### config.mk
export PLATFORM = sky130hd
export DESIGN_NAME = md5_stream_ctrl
export DESIGN_NICKNAME = d
export VERILOG_FILES = /design/src/rtl/md5_ctrl_pkg.sv /design/src/rtl/md5_pad_word.sv /design/src/rtl/md5_stream_ctrl.sv
export SDC_FILE = /design/constraint.sdc
export NUM_CORES = 1
export LEC_CHECK = 0
export BUFFER_PORTS_ARGS = -buffer_cell sky130_fd_sc_hd__buf_2
export CAP_MARGIN = 25
export CORE_MARGIN = 2
export CORE_UTILIZATION = 59
export CTS_CLUSTER_DIAMETER = 150
export DETAILED_ROUTE_END_ITERATION = 10
export PLACE_DENSITY_LB_ADDON = 0.08
export SYNTH_ARGS = -nofsm -noshare
export SYNTH_HDL_FRONTEND = slang
export SYNTH_SLANG_ARGS = --single-unit
export TNS_END_PERCENT = 10
### constraint.sdc
create_clock -name clk -period 4.19 [get_ports clk]
set_clock_uncertainty 0.2 [all_clocks]
set_input_delay 0.838 -clock clk [delete_from_list [all_inputs] [get_ports clk]]
set_output_delay 0.838 -clock clk [all_outputs]
set_load 0.005 [all_outputs]
### src/rtl/md5_ctrl_pkg.sv
// md5_ctrl_pkg: shared FSM encoding, padding constants and byte-swap helper for md5_stream_ctrl
package md5_ctrl_pkg;
    typedef enum logic [2:0] {IDLE, INIT, FILL, PAD, SEND_WAIT, SEND, DONE_WAIT} state_t;
    localparam logic [7:0] PAD_BYTE    = 8'h80;
    localparam int         BLOCK_WORDS = 16;
    localparam int         LEN_WORD_LO = 14;
    function automatic logic [31:0] bswap32(input logic [31:0] w);
        return {w[7:0], w[15:8], w[23:16], w[31:24]};
    endfunction
endpackage

### src/rtl/md5_pad_word.sv
// md5_pad_word: keeps the first nbytes bytes of data, puts PAD_BYTE at byte nbytes and zeros above
// Ports: data (32, little-endian message word), nbytes (3, valid bytes 0..4, >=4 keeps all), word (32, padded word)
module md5_pad_word
    import md5_ctrl_pkg::*;
(
    input  logic [31:0] data,
    input  logic [2:0]  nbytes,
    output logic [31:0] word
);
    for (genvar b = 0; b < 4; b++) begin : g_byte
        assign word[8*b +: 8] = (3'(b) < nbytes) ? data[8*b +: 8] : (3'(b) == nbytes) ? PAD_BYTE : 8'h00;
    end
endmodule

### src/rtl/md5_stream_ctrl.sv
// md5_stream_ctrl: buffers a 32-bit word stream into 16-word blocks, applies MD5 padding and drives the md5sum core
// Ports: clk/rst_n (async active-low); in_valid/in_ready/in_data/in_last/in_bytes message stream;
//        core_rst_n/core_rdy/core_write_en/core_msg/core_done/core_a..d md5sum core handshake;
//        digest/digest_valid final result pulse; busy while a message is in flight.
// Option: define MD5_CTRL_DIGEST_BE_EN to byte-reverse each digest word into canonical hex order.
module md5_stream_ctrl
    import md5_ctrl_pkg::*;
#(
    parameter int LEN_W       = 32,
    parameter int INIT_CYCLES = 2
) (
    input  logic         clk,
    input  logic         rst_n,
    input  logic         in_valid,
    output logic         in_ready,
    input  logic [31:0]  in_data,
    input  logic         in_last,
    input  logic [2:0]   in_bytes,
    output logic         core_rst_n,
    input  logic         core_rdy,
    output logic         core_write_en,
    output logic [31:0]  core_msg,
    input  logic         core_done,
    input  logic [31:0]  core_a,
    input  logic [31:0]  core_b,
    input  logic [31:0]  core_c,
    input  logic [31:0]  core_d,
    output logic [127:0] digest,
    output logic         digest_valid,
    output logic         busy
);
    state_t            state, state_n;
    logic [31:0]       blk [BLOCK_WORDS];
    logic [3:0]        wptr, init_cnt, send_cnt, w;
    logic [LEN_W-1:0]  byte_cnt;
    logic [4:0]        pad_idx;
    logic              got_last, final_blk, need_len, pad80_next, hs;
    logic [2:0]        k;
    logic [31:0]       pad_word;
    logic [63:0]       bit_len;
    logic [127:0]      dig_next;

    assign hs         = in_valid & in_ready;
    assign k          = (!in_last || in_bytes > 3'd4) ? 3'd4 : in_bytes;
    assign w          = (state == IDLE) ? 4'd0 : wptr;
    assign bit_len    = 64'(byte_cnt) << 3;
    assign core_rst_n = rst_n & (state != INIT);
`ifdef MD5_CTRL_DIGEST_BE_EN
    assign dig_next = {bswap32(core_a), bswap32(core_b), bswap32(core_c), bswap32(core_d)};
`else
    assign dig_next = {core_a, core_b, core_c, core_d};
`endif

    md5_pad_word u_pad (.data(in_data), .nbytes(k), .word(pad_word));

    always_ff @(posedge clk or negedge rst_n)
        if (!rst_n) state <= IDLE;
        else        state <= state_n;

    always_comb begin
        state_n = state;
        case (state)
            IDLE:      if (hs) state_n = INIT;
            INIT:      if (init_cnt == 4'(INIT_CYCLES - 1)) state_n = got_last ? PAD : FILL;
            FILL:      if (hs) state_n = in_last ? PAD : (wptr == 4'd15) ? SEND_WAIT : FILL;
            PAD:       state_n = SEND_WAIT;
            SEND_WAIT: if (core_rdy) state_n = SEND;
            SEND:      if (send_cnt == 4'd0) state_n = DONE_WAIT;
            DONE_WAIT: if (core_done) state_n = final_blk ? IDLE : need_len ? PAD : FILL;
            default:   state_n = IDLE;
        endcase
    end

    always_ff @(posedge clk or negedge rst_n) begin
        if (!rst_n) begin
            for (int i = 0; i < BLOCK_WORDS; i++) blk[i] <= '0;
            in_ready      <= 1'b0;
            core_write_en <= 1'b0;
            core_msg      <= '0;
            digest        <= '0;
            digest_valid  <= 1'b0;
            busy          <= 1'b0;
            wptr          <= '0;
            init_cnt      <= '0;
            send_cnt      <= '0;
            byte_cnt      <= '0;
            pad_idx       <= '0;
            got_last      <= 1'b0;
            final_blk     <= 1'b0;
            need_len      <= 1'b0;
            pad80_next    <= 1'b0;
        end else begin
            digest_valid <= 1'b0;
            in_ready     <= (state_n == IDLE) || (state_n == FILL);
            if (hs) begin
                blk[w]   <= pad_word;
                wptr     <= w + 4'd1;
                byte_cnt <= ((state == IDLE) ? '0 : byte_cnt) + LEN_W'(k);
                // A full last word pushes the pad byte into the following word (or the next block at w=15)
                if (in_last && k == 3'd4 && w != 4'd15) blk[w + 4'd1] <= {24'h0, PAD_BYTE};
                pad_idx  <= {1'b0, w} + 5'(k == 3'd4);
                if (state == IDLE) begin
                    busy       <= 1'b1;
                    got_last   <= in_last;
                    final_blk  <= 1'b0;
                    need_len   <= 1'b0;
                    pad80_next <= 1'b0;
                    init_cnt   <= '0;
                end
            end
            if (state == INIT) init_cnt <= init_cnt + 4'd1;
            if (state == PAD) begin
                if (need_len || pad_idx < 5'(LEN_WORD_LO)) begin
                    blk[LEN_WORD_LO]     <= bit_len[31:0];
                    blk[LEN_WORD_LO + 1] <= bit_len[63:32];
                    if (pad80_next) blk[0] <= {24'h0, PAD_BYTE};
                    final_blk <= 1'b1;
                    need_len  <= 1'b0;
                end else begin
                    // No room for the length: send this block, build a length-only block afterwards
                    need_len   <= 1'b1;
                    pad80_next <= pad_idx[4];
                end
            end
            if (state == SEND_WAIT && core_rdy) begin
                core_write_en <= 1'b1;
                core_msg      <= blk[0];
                send_cnt      <= 4'd1;
            end
            if (state == SEND) begin
                core_write_en <= send_cnt != 4'd0;
                core_msg      <= (send_cnt != 4'd0) ? blk[send_cnt] : '0;
                send_cnt      <= send_cnt + 4'd1;
            end
            if (state == DONE_WAIT && core_done) begin
                for (int i = 0; i < BLOCK_WORDS; i++) blk[i] <= '0;
                wptr <= '0;
                if (final_blk) begin
                    digest       <= dig_next;
                    digest_valid <= 1'b1;
                    busy         <= 1'b0;
                end
            end
        end
    end
endmodule

==> summary.md <==
| Metric | Value |
|---|---|
| Average via count per standard cell | `6.90` |
| Latest clock arrival within the worst-skew pair | `0.63 ns` |
| Total overflow reported by the global router | `0` |
| Starting Density | `59.8%` |
| Peak fanout along the critical path | `16` |
| Post-synth ARST share | `100%` |
| Max-slew violation count | `0` |
| Max-cap viol count | `0` |
| Fin worst setup slack | `0.287 ns` |
| CTS clk-pin slew, worst paths | `0.06 ns` |
| Setup repair after global routing missed its margin | `no` |
| Crit path arrival time | `4.25 ns` |
| Number of clock buffers inserted by TritonCTS | `76` |
| H-tree level count | `3` |
| Critical Path Source | `state[1]` |
| Required time worst endpoint | `4.54 ns` |
| DRT antenna net count | `0` |
| Power density cells | `644 nW/um2` |
| CTS tree | `yes` |
| CTS Root Cell | `sky130_fd_sc_hd__clkbuf_16` |
| WL final | `110000 um` |
| Net count reported at finish | `3157` |
| Dpl cells | `3647` |
| Cells along the critical path | `or3_1 > nand2_1 > inv_1 > ha_1 > buf_4 > nand2_1 > a2111oi_0 > a211oi_4 > buf_4 > a22o_1` |
| DRC errors left | `0` |
| Number of flops mapped to enable cells by yosys | `0` |
| Area of the core | `55300 um2` |
| Rows | `86` |
| Hpwl dp | `69300 um` |
| Kind of end point of the critical path | `flip-flop` |
| Resize count post-CTS | `0` |
| DIE WIDTH | `241 um` |
| Number of ports placed on the die boundary | `334` |
| Antenna violations before repair | `4` |
| Launching point of the worst reg2reg path | `state[1]` |
| Detailed Route Iter0 Violations | `3112` |
| Leading cell types in the layout, fill and taps excluded | `729 x sky130_fd_sc_hd__dfrtp_1, 332 x sky130_fd_sc_hd__buf_2, 318 x sky130_fd_sc_hd__nand2_1` |
| Layout overhead on the synthesized area | `16.2%` |
| Netlist area before placement | `33100 um2` |
| GRT Util Overall | `38.7%` |
| Syn_nets | `2872` |
| Count of endpoints failing hold in the final timing report | `0` |
| Layout cell share with drive strength beyond 1 | `30.1%` |
| Via count of the first global-routing pass | `27100` |
| Syn Inst Count | `2693` |
| Time the final worst path needs with I/O delays and setup | `3.90 ns` |
| GPL Wtd Cong | `0.983` |
| Max rail drop VDD | `0.515 mV` |
| Cell leakage power | `17.5 nW` |
| Peak Freq | `256 MHz` |
| Post-synth top flop | `sky130_fd_sc_hd__dfrtp_1` |
| Sequential-to-total area share from yosys stat | `55.3%` |
| Nature of the critical path startpoint | `flip-flop` |
| Category of the most critical setup path | `reg -> reg` |
| Endpoints failing setup | `0` |
| Via total after detailed routing | `26100` |
| Chip height | `241 um` |
| Number of distinct library cells after synthesis | `80` |
| Endpoint of the most critical setup path | `blk[79]` |
| Wire length per cell | `29.0 um` |
| Period Utilization, post-route | `93.1%` |
| Sum Neg Setup Slack | `0 ns` |
| Capture instance of the worst register-to-register path | `blk[79]` |
| Worst hold path type | `in -> reg` |
| Deepest clock path buffer count | `3` |
| Largest net degree at the start of global routing | `179` |
| Status | `finished, final reports clean` |
| Remaining max-slew budget at the tightest pin | `25.8%` |
| Length in cells of the worst reg-to-reg path | `10` |
| Post-synthesis sequential element count | `731` |
| Avg Cell Area, Syn | `12.3 um2` |
| Total of warnings raised by yosys | `0` |
| Global-route wire length before repair | `167000 um` |
| Standard cell with the maximum stage delay on the critical path | `sky130_fd_sc_hd__a211oi_4` |
| Total number of clock tree sinks | `731` |
| Pre-CTS WS | `0.355 ns` |
| IO Port Bufs | `333` |
| Die ar. | `58000 um2` |
| Finished Layout Cells | `3789` |
| Slew at the pin closest to its max-slew limit | `1.11 ns` |
| Maximum cell stage delay along the critical path | `0.95 ns` |
| Leading cell type in the layout, fill and taps excluded | `sky130_fd_sc_hd__dfrtp_1` |
| Length of the first detailed-routing pass in iterations | `7` |
| Flop2flop setup slack | `0.29 ns` |
-- metal layers --
metal / vias to the layer above / global-route usage [%] / share of wire (%)
li1: 10800 / - / -
met1: 13200 / 51.6 / 38
met2: 1757 / 58.3 / 45
met3: 385 / 11.8 / 12
met4: 6 / 19.3 / 5.1
met5: - / 0 / 0.033
-- flip-flops by register name (all words and copies together) (netlist names), 4 cells and up --
| name | flops |
|---|---|
| send_cnt | 4 |
| blk | 512 |
| pad_idx | 4 |
| core_msg | 32 |
| wptr | 4 |
| byte_cnt | 32 |
| init_cnt | 4 |
| digest | 128 |
-- cell usage after synthesis, drive strengths merged, types with 7 or more instances --
cell type | n | area (um2)
buf | 109 | 611
o21ai | 166 | 831
a32o | 14 | 140
o31ai | 9 | 86.3
mux2i | 35 | 350
mux4 | 128 | 2880
nand4 | 11 | 68.8
dfrtp | 731 | 18300
o22ai | 96 | 601
nor3 | 19 | 110
o211ai | 18 | 140
a21oi | 49 | 249
mux2 | 160 | 1800
nand2 | 320 | 1200
nor2b | 14 | 87.6
xor2 | 8 | 70.1
a31oi | 13 | 81.3
o2bb2ai | 156 | 1370
a222oi | 33 | 330
or2 | 7 | 43.8
inv | 26 | 97.6
ha | 10 | 125
nor2 | 105 | 394
nand3 | 63 | 315
and2 | 8 | 50.1
clkbuf | 127 | 478
a211oi | 10 | 85.1
xnor2 | 9 | 78.8
a22o | 146 | 1280
-- stage by stage --
| step | instance area (um2) | total power [mW] | utilization, % | hold WS, ns |
|---|---|---|---|---|
| after detailed placement | 35800 | 17.6 | 64.8 | 0.269 |
| after floorplan | 33100 | 14.4 | - | 0.245 |
| after global placement | 35800 | 17.4 | 64.7 | 0.257 |
| after global routing | 38400 | 25.8 | 69.5 | 0.238 |
| after CTS | 38400 | 24.6 | 69.5 | 0.222 |
| final | 38400 | 24.8 | 69.5 | 0.249 |
-- worst max-delay path: cells and delay by family, from the launching register on --
kind / cells / cell delay (ns)
compound gates: 3 / 1.33
simple gates: 3 / 0.81
buf+inv: 3 / 0.76
flops: 1 / 0.38
fa+ha+maj: 1 / 0.35
-- layout make-up --
class                   instances  area (um2)
flip-flops and latches        731       18300
fillers                      4035       16900
multi-input cells            1700       13800
repair buffers                443        2710
clock buffers                 108        2230
well taps                     748         936
clock inverters                32         345
inverters                      26        98.8
diodes                          1        2.50
-- kinds of logic after synthesis --
group,count (synthesis),share of synthesized area (%)
AOI/OAI and AO/OA,769,17.3
xor gates and xnor gates,17,0.450
adders and majority gates,10,0.378
buffers and inverters,262,3.59
DFF,731,55.3
muxes,323,15.2
and+or+nand+nor,581,7.73
-- how the worst min path moves through the flow --
stage               cells after the start       start    endpoint
floorplan                               2    got_last    got_last
global route                            2  core_c[22]  digest[54]
CTS                                     2  core_d[23]  digest[23]
detailed placement                      1    blk[412]    blk[412]
finish                                  2  core_c[16]  digest[48]
global placement                        2    blk[112]    blk[112]
-- where the power goes --
group | internal (mW) | switching [mW] | total, mW | leakage (nW)
logic | 3.41 | 4.39 | 7.80 | 6.35
registers | 8.70 | 1.27 | 9.97 | 9.86
clock network | 4.10 | 2.89 | 6.99 | 1.28
total | 16.2 | 8.54 | 24.8 | 17.5
-- what timing repair did --
item	in CTS	in global routing
hold buffers	1	0
setup buffers	0	0
hold endpoints to repair	47	0
(Power assumes the default switching activity.)
